<file path="src/rtl/fib_pkg.sv">
// Shared types and constants for the Fibonacci requester slice.
// Exports: fib_req_state_t, fib_word_t, FIB_W, FIB_MAX_N_NOOVF.
package fib_pkg;

   localparam int FIB_W           = 16;
   localparam int FIB_MAX_N_NOOVF = 24;

   typedef logic [FIB_W-1:0] fib_word_t;

   typedef enum logic [2:0] {
      IDLE,
      ISSUE,
      RELEASE,
      RESPOND,
      FAULT
   } fib_req_state_t;

endpackage

</file>
<file path="src/rtl/fib_requester_if.sv">
// Host-side command/response handshake bundle for fib_requester.
// master: host (drives cmd, consumes rsp); slave: fib_requester.
interface fib_requester_if;
   import fib_pkg::*;

   logic      cmd_valid;
   logic      cmd_ready;
   fib_word_t cmd_n;
   logic      rsp_valid;
   logic      rsp_ready;
   fib_word_t rsp_value;
   fib_word_t rsp_n;
   logic      rsp_ovf;
   logic      rsp_timeout;

   modport master (
      output cmd_valid, cmd_n, rsp_ready,
      input  cmd_ready, rsp_valid, rsp_value,
      input  rsp_n, rsp_ovf, rsp_timeout
   );

   modport slave (
      input  cmd_valid, cmd_n, rsp_ready,
      output cmd_ready, rsp_valid, rsp_value,
      output rsp_n, rsp_ovf, rsp_timeout
   );

endinterface

</file>
<file path="src/rtl/fib_watchdog.sv">
// Cycle watchdog for the ISSUE phase of a transaction.
// Ports: clk, reset, clear (zero count), en (count), expired (comb).
module fib_watchdog #(
   parameter int TIMEOUT = 70000
) (
   input  logic clk,
   input  logic reset,
   input  logic clear,
   input  logic en,
   output logic expired
);

   localparam int W = $clog2(TIMEOUT);
   localparam logic [W-1:0] LAST = W'(TIMEOUT - 1);

   logic [W-1:0] count;

   always_ff @(posedge clk or posedge reset) begin
      if (reset) begin
         count <= '0;
      end else if (clear) begin
         count <= '0;
      end else if (en) begin
         count <= count + W'(1);
      end
   end

   assign expired = en && (count == LAST);

endmodule

</file>
<file path="src/rtl/fib_requester.sv">
// Command-side initiator for the Fibonacci engine (level start/done).
// Ports: clk, reset, bus (cmd/rsp), eng_*, fault, busy, txn_count.
module fib_requester
   import fib_pkg::*;
#(
   parameter int TIMEOUT     = 70000,
   parameter int MAX_N_NOOVF = FIB_MAX_N_NOOVF
) (
   input  logic            clk,
   input  logic            reset,
   fib_requester_if.slave  bus,
   output logic            eng_start,
   output fib_word_t       eng_din,
   input  fib_word_t       eng_dout,
   input  logic            eng_done,
   output logic            fault,
   output logic            busy,
   output logic [15:0]     txn_count
);

   localparam fib_word_t OVF_LIM = FIB_W'(MAX_N_NOOVF);

   fib_req_state_t state;
   logic           accept;
   logic           expired;

   assign bus.cmd_ready = (state == IDLE);
   assign busy          = (state != IDLE);
   assign accept        = bus.cmd_valid && bus.cmd_ready;

   fib_watchdog #(
      .TIMEOUT(TIMEOUT)
   ) u_wd (
      .clk    (clk),
      .reset  (reset),
      .clear  (accept),
      .en     (state == ISSUE),
      .expired(expired)
   );

   always_ff @(posedge clk or posedge reset) begin
      if (reset) begin
         state           <= IDLE;
         eng_start       <= 1'b0;
         eng_din         <= '0;
         bus.rsp_valid   <= 1'b0;
         bus.rsp_value   <= '0;
         bus.rsp_n       <= '0;
         bus.rsp_ovf     <= 1'b0;
         bus.rsp_timeout <= 1'b0;
         fault           <= 1'b0;
         txn_count       <= '0;
      end else begin
         unique case (state)
            IDLE: begin
               if (accept) begin
                  eng_din     <= bus.cmd_n;
                  bus.rsp_n   <= bus.cmd_n;
                  bus.rsp_ovf <= (bus.cmd_n > OVF_LIM);
                  eng_start   <= 1'b1;
                  state       <= ISSUE;
               end
            end
            ISSUE: begin
               // done beats a same-cycle expiry
               if (eng_done) begin
                  bus.rsp_value   <= eng_dout;
                  bus.rsp_timeout <= 1'b0;
                  eng_start       <= 1'b0;
                  state           <= RELEASE;
               end else if (expired) begin
                  bus.rsp_value   <= '0;
                  bus.rsp_timeout <= 1'b1;
                  bus.rsp_valid   <= 1'b1;
                  eng_start       <= 1'b0;
                  fault           <= 1'b1;
                  state           <= RESPOND;
               end
            end
            RELEASE: begin
               // engine must drop done before a new start can follow
               if (!eng_done) begin
                  bus.rsp_valid <= 1'b1;
                  state         <= RESPOND;
               end
            end
            RESPOND: begin
               if (bus.rsp_ready) begin
                  bus.rsp_valid <= 1'b0;
                  txn_count     <= txn_count + 16'd1;
                  state         <= fault ? FAULT : IDLE;
               end
            end
            FAULT: begin
               eng_start <= 1'b0;
            end
            default: begin
               state <= IDLE;
            end
         endcase
      end
   end

endmodule

</file>
<file path="src/flat_wrapper.sv">
// flat-port wrapper written by rule: the top's interface ports become plain ports
module fib_requester_flat import fib_pkg::*;
#(
   parameter int TIMEOUT     = 70000,
   parameter int MAX_N_NOOVF = FIB_MAX_N_NOOVF
)
  (clk, reset, eng_start, eng_din, eng_dout, eng_done, fault, busy, txn_count, bus_cmd_valid, bus_cmd_n, bus_rsp_ready, bus_cmd_ready, bus_rsp_valid, bus_rsp_value, bus_rsp_n, bus_rsp_ovf, bus_rsp_timeout);
  fib_requester_if bus_i ();
  input  logic clk;
  input  logic reset;
  output logic eng_start;
  output fib_word_t eng_din;
  input  fib_word_t eng_dout;
  input  logic eng_done;
  output logic fault;
  output logic busy;
  output logic [15:0] txn_count;
  input wire logic [$bits(bus_i.cmd_valid)-1:0] bus_cmd_valid;
  input wire logic [$bits(bus_i.cmd_n)-1:0] bus_cmd_n;
  input wire logic [$bits(bus_i.rsp_ready)-1:0] bus_rsp_ready;
  output wire logic [$bits(bus_i.cmd_ready)-1:0] bus_cmd_ready;
  output wire logic [$bits(bus_i.rsp_valid)-1:0] bus_rsp_valid;
  output wire logic [$bits(bus_i.rsp_value)-1:0] bus_rsp_value;
  output wire logic [$bits(bus_i.rsp_n)-1:0] bus_rsp_n;
  output wire logic [$bits(bus_i.rsp_ovf)-1:0] bus_rsp_ovf;
  output wire logic [$bits(bus_i.rsp_timeout)-1:0] bus_rsp_timeout;
  assign bus_i.cmd_valid = bus_cmd_valid;
  assign bus_i.cmd_n = bus_cmd_n;
  assign bus_i.rsp_ready = bus_rsp_ready;
  assign bus_cmd_ready = bus_i.cmd_ready;
  assign bus_rsp_valid = bus_i.rsp_valid;
  assign bus_rsp_value = bus_i.rsp_value;
  assign bus_rsp_n = bus_i.rsp_n;
  assign bus_rsp_ovf = bus_i.rsp_ovf;
  assign bus_rsp_timeout = bus_i.rsp_timeout;
  fib_requester #(.TIMEOUT(TIMEOUT), .MAX_N_NOOVF(MAX_N_NOOVF)) u_core (.clk(clk), .reset(reset), .bus(bus_i), .eng_start(eng_start), .eng_din(eng_din), .eng_dout(eng_dout), .eng_done(eng_done), .fault(fault), .busy(busy), .txn_count(txn_count));
endmodule
</file>
<file path="config.mk">
export PLATFORM = sky130hd
export DESIGN_NAME = fib_requester_flat
export DESIGN_NICKNAME = d
export VERILOG_FILES = /design/src/rtl/fib_pkg.sv /design/src/rtl/fib_requester_if.sv /design/src/rtl/fib_watchdog.sv /design/src/rtl/fib_requester.sv /design/src/flat_wrapper.sv
export SDC_FILE = /design/constraint.sdc
export NUM_CORES = 1
export LEC_CHECK = 0
export ABC_AREA = 1
export BUFFER_PORTS_ARGS = -buffer_cell sky130_fd_sc_hd__buf_2
export CELL_PAD_IN_SITES_DETAIL_PLACEMENT = 1
export CELL_PAD_IN_SITES_GLOBAL_PLACEMENT = 1
export CORE_MARGIN = 10
export CORE_UTILIZATION = 38
export DETAILED_ROUTE_END_ITERATION = 8
export HOLD_SLACK_MARGIN = 0.03
export PLACE_DENSITY_LB_ADDON = 0.1
export RECOVER_POWER = 100
export SLEW_MARGIN = 20
export SYNTH_ARGS = -nofsm -noshare
export SYNTH_HDL_FRONTEND = slang
export SYNTH_SLANG_ARGS = --single-unit
</file>
<file path="constraint.sdc">
create_clock -name clk -period 4 [get_ports clk]
set_clock_uncertainty 0.15 [all_clocks]
set_input_delay 1.2 -clock clk [delete_from_list [all_inputs] [get_ports clk]]
set_output_delay 1.2 -clock clk [all_outputs]
set_load 0.1 [all_outputs]
</file>
Yosys cells after proc, flatten, opt, wreduce, memory -nomap -nowiden
Index checks and enable logic that the tools add are counted.
{ "word_totals": {"register_bits": 73, "input_bits": 37, "output_inout_bits": 71} }
{ "classes": {"addsub": 2, "magnitude_cmp": 1, "n_eq_ne": 11, "n_mux": 21, "bitwise": 2, "reduce_logical": 15} }
{ "op_table": {"columns": ["cell", "count"], "rows": [
  ["2-to-1 mux 17 bit", 2],
  ["2-to-1 mux 16 bit", 2],
  ["2-to-1 mux 3 bit", 6],
  ["adder 17 x 1 -> 17 bit (second input constant)", 1],
  ["== test 17 bit (second input constant)", 1],
  ["adder 16 x 1 -> 16 bit (second input constant)", 1],
  ["> comparator 16 x 5 -> 1 bit (second input constant)", 1],
  ["one-hot mux 3 bit (5 select lines)", 1],
  ["AND reduction 5 bit", 2],
  ["nonzero test 3 bit", 3],
  ["2-to-1 mux 1 bit", 8],
  ["!= test 2 bit (second input constant)", 4],
  ["== test 3 x 2 -> 1 bit (second input constant)", 2],
  ["one-hot mux 1 bit (3 select lines)", 2],
  ["AND reduction 2 bit", 3],
  ["AND reduction 3 bit", 2],
  ["nonzero test 2 bit", 2],
  ["== test 3 x 1 -> 1 bit (second input constant)", 1],
  ["== test 3 bit (second input constant)", 1],
  ["zero test 3 bit", 1],
  ["!= test 3 x 2 -> 1 bit (second input constant)", 1],
  ["logical AND 1 bit", 2],
  ["!= test 2 x 1 -> 1 bit (second input constant)", 1],
  ["inverter 1 bit", 2]
]} }

Logic depth before layout (Yosys ltp)
{ "depth": {"depth_word": 5, "depth_mapped": 9, "ltp_nobuf": 9} }

Cells and area by module
A second synthesis with hierarchy kept.
{ "hier_totals": {"cells_unflattened": 487, "area_unflattened_um2": 3851.2} }
{ "modules_own_cells": {"columns": ["mod", "instances", "cells_each", "area_each_um2", "seq_area_each_um2"], "rows": [
  ["fib_requester", 1, 337, 2783.9, 1401.3],
  ["fib_watchdog", 1, 150, 1067.3, 425.4]
]} }

Worst setup path before layout
OpenSTA, ideal clock, no wires.
{ "synth_timing": {"path_kind": "register to output", "startpoint": "reg u_core.state[0]", "endpoint": "out bus_cmd_ready", "arrival_time_ps": 1602, "t_required_ps": 2650, "path_slack_ps": 1048, "stages_incl_launch_ff": 4, "cell_sequence": "dfrtp_1 -> nor2_2 -> nand2_4 -> inv_1"} }
{ "synth_between": {"elab_chain_len": 1} }
{ "synth_rtl": {"columns": ["element", "line", "text"], "rows": [
  ["start: declaration", "fib_requester.sv:23", "fib_req_state_t state;"],
  ["start signal: assignment", "fib_requester.sv:91", "state <= fault ? FAULT : IDLE;"],
  ["zero test 3 bit", "fib_requester.sv:27", "assign bus.cmd_ready = (state == IDLE);"],
  ["end: declaration", "flat_wrapper.sv:21", "output wire logic [$bits(bus_i.cmd_ready)-1:0] bus_cmd_ready;"]
]} }
Every way passes these cells.

Worst setup path in the final report
{ "layout_timing": {"startpoint": "in eng_done", "endpoint": "reg u_core.bus.rsp_value[5]"} }
{ "layout_between": {"elab_chain_len": 2, "elab_cells_between_ends": 3, "cone_classes": "1 x mux; 2 x reduce/logical"} }
{ "layout_rtl": {"columns": ["element", "line", "text"], "rows": [
  ["start: declaration", "flat_wrapper.sv:14", "input logic eng_done;"],
  ["nonzero test 2 bit (no source line)", null, null],
  ["AND reduction 2 bit (no source line)", null, null],
  ["end signal: assignment", "fib_requester.sv:67", "bus.rsp_value <= eng_dout;"],
  ["end: declaration", "fib_requester_if.sv:24", "output cmd_ready, rsp_valid, rsp_value,"]
]} }
Several ways; a longest one is shown, not always the timed one.
A chain may end at the register's enable or synchronous reset.

==> results.md <==
- Top cell by count, worst path: inv_1
- Final setup vio count: 0
- Simple-Gate Fraction of Synth Area: 0.335
- Critical Path Stages: 6
- Initial antenna violation count: 0
- Clock Sinks: 73
- Syn. warnings: 0
- R2R cell count: 6
- Post-CTS sizing: 0
- Mux share of post-synthesis cell area: 0
- Sw Ratio: 0.313
- Synth top cells by count: nand2_1 (159), dfrtp_1 (73), inv_1 (52)
- RR Startpoint: u_core.state[2]
- Setup WS post-layout: 0.692 ns
- Die height: 120 um
- Most common cell in the netlist: nand2_1
- Compound-Gate Fraction of Synth Area: 0.0449
- Startpoint type of the worst setup path: primary input
- Post-Synth XOR/XNOR Area: 0.0228
- Tcrit/Tclk final: 0.827
- # DRC: 0
- Area after DPL: 4320 sq um
- Post-synthesis adder-cell area fraction: 0.00660
- TritonCTS clock tree: built
- Clock root buffer: clkbuf_8
- Largest family of logic cells by synthesized area: simple AND/OR/NAND/NOR gates
- Worst slew pin tran: 1.34 ns
- Final Max Tran Viols: 0
- Clock-pin slew on the worst setup and hold paths: 0.07 ns
- Ys flop type: dfrtp_1
- Pre-CTS setup slack: 1.25 ns
- Max-slew headroom: 0.102
- Worst hold path class: reg2reg
- Critical path cell sequence: clkbuf_1 -> inv_1 -> nor2_1 -> inv_1 -> nand3_1 -> nand2_1
- Grt total ovfl: 0
- DR vias/cell: 4.73
- Top cell type's share of synthesized area: 0.482
- H-tree depth reported by CTS: 3
- Fin crit period: 3.31 ns
- Net Switching: 526 uW
- Post-synth EDFFs: 0
- Syn_nets: 516
- #FFs+latches synth: 73
- First-pass GRT wire length: 18,400 um
- IO Count: 108
- LEAKAGE: 0.00219 uW
- Antenna cells: 0
- Final net count: 610
- Area delta synth->final: 14.6%
- ANT nets after route: 0
- Max cap viols: 0
- Cell Area, Synth: 3790 sq um
- Largest net degree at the start of global routing: 49
- Clock latency on the worst-skew pair: 0.33 ns
- Final setup TNS: 0 ns
- Die width: 120 um
- Top delay family on crit path: simple AND/OR/NAND/NOR gates
- Int Power: 1150 uW
- CP required: 4.06 ns
- Initial Utilization: 0.390
- Pwr/cell area: 387 nW/um^2
- FF-to-FF End: u_core.bus.rsp_value[5]
- Leading post-synthesis cells by cell area: dfrtp_1 (48%), nand2_1 (16%), nand3_1 (5.3%)
- Fin util: 0.446
- Final Hold Viols: 0
- Syn Area/Cell: 7.95 sq um
- Cells after synthesis: 477
- Worst setup path end: u_core.bus.rsp_value[5]
- Clock share of power: 0.377
- Final WL: 10,900 um
- Number of global-route vias before repair: 3,718
- Worst stage delay on the critical path: 1.00 ns
- Site row count: 36
- Distinct cell type count after synthesis: 31
- CTS max path bufs: 2
- GP Congestion: 0.841
- CP Data Arrival Time: 3.37 ns
- Worst path bufs/invs: 3
- Share of power burned in combinational logic: 0.163
- Max VDD drop: 183 uV
- Initial DRC count: 129
- CP startpoint: eng_done
- Sequential area share after synthesis: 0.482
- Core area: 9730 sq um
- Global Route Usage Sum: 0.155
- Top achievable clock speed: 0.302 GHz
- Post-route design area: 4340 sq um
- Critical path class: in2reg
- Slowest CP cell: nor2_1
- I/O Buffers: 107
- Pre-antenna DRT Iters: 4
- CP Capture Type: flop
- Post-CTS setup repair buffer count: 0
- Yosys top cell by area: dfrtp_1
- Hold_buf cts: 0
- Total CTS buffers: 9
- HPWL Detailed: 8330 um
- Unrepaired setup endpoints after global routing: false
- Sequential share of power: 0.460
- Via count: 3,346
- R2R setup slack: 0.96 ns
- Synth async-reset ratio: 1.00
- Status: complete, no violations
- Die ar.: 14,400 sq um
- Max FO, Critical Path: 19
- Share of layout cells above drive strength 1: 0.104
- Routed len/inst: 15.4 um
==> worst min-delay path by stage <==
stage | from | end | slack, ns | cells after the start
2_1_floorplan | u_core.u_wd.count[0] | u_core.u_wd.count[0] | 0.31 | 1
3_3_place_gp | u_core.bus.rsp_valid | u_core.bus.rsp_valid | 0.31 | 2
3_5_place_dp | u_core.eng_start | u_core.eng_start | 0.31 | 2
4_1_cts | u_core.eng_start | u_core.eng_start | 0.32 | 2
5_1_grt | u_core.eng_start | u_core.eng_start | 0.35 | 2
6_report | u_core.eng_start | u_core.eng_start | 0.32 | 2
==> sequential cells by signal (all words and copies together) (netlist names) <==
name / flops
u_core.bus.rsp_ovf: 1
u_core.bus.rsp_timeout: 1
u_core.bus.rsp_valid: 1
u_core.bus.rsp_value: 16
u_core.eng_din: 16
u_core.eng_start: 1
u_core.fault: 1
u_core.state: 3
u_core.txn_count: 16
u_core.u_wd.count: 17
==> layout make-up <==
cell class                 instances  area (sq um)
timing repair buffer             108           452
clock buffer                      12           145
tap                              133           166
clock inverter                     3          65.1
inverter                          56           213
fill                            1331          5390
sequential                        73          1830
multi-input combinational        323          1480
==> metrics by stage <==
| stage | total power (uW) | instances | hold slack [ns] |
|---|---|---|---|
| 2_1_floorplan | 1020 | 477 | 0.310 |
| 3_3_place_gp | 1070 | 693 | 0.306 |
| 3_5_place_dp | 1080 | 693 | 0.306 |
| 4_1_cts | 1720 | 708 | 0.324 |
| 5_1_grt | 1750 | 708 | 0.354 |
| 6_report | 1680 | 708 | 0.323 |
==> worst reg2reg max path: stages, from the launching register on <==
cell and delay [ns]:
dfrtp_1 0.44, inv_2 0.17, nand3_4 0.17, nor2_1 1.03, inv_1 0.63, nand3_1 0.25, nand2_1 0.07
==> power by group through the flow <==
stage	Sequential, uW	Combinational, uW	Clock, uW
2_1_floorplan	914	107	0
3_3_place_gp	786	287	0
3_5_place_dp	787	289	0
4_1_cts	773	290	653
5_1_grt	776	289	687
6_report	773	274	633
==> cell usage in the layout (no fill, tap or decap), types with 2 or more instances in the layout <==
cell type,synthesis,final
nor2_1,41,44
o21a_1,2,2
nand3b_1,3,3
xor2_1,3,3
nand4_1,10,11
o21ai_0,18,18
clkbuf_8,0,10
clkinvlp_2,0,2
inv_2,2,2
inv_1,52,52
a21oi_1,13,13
buf_2,3,36
xnor2_1,5,5
nand2_1,159,160
nor3_1,13,13
ha_1,2,2
dfrtp_1,73,73
clkbuf_1,1,73
nand3_1,40,41
bufinv_16,0,2
==> cells by family after synthesis <==
group / count (synthesis)
XOR/XNOR: 9
adder cells (fa/ha/maj): 2
buffers and inverters: 81
AND/OR/NAND/NOR: 279
flip-flops: 73
AO/OA/AOI/OAI: 33
==> routing by layer <==
metal,wire length [um],share of wire,track usage,up-vias
met4,116,0.011,0.0430,0
met2,5330,0.49,0.257,70
li1,-,-,-,1670
met3,433,0.040,0.0398,10
met5,0,0,0,-
met1,5000,0.46,0.196,1596
Power figures use the tool's default switching activity.
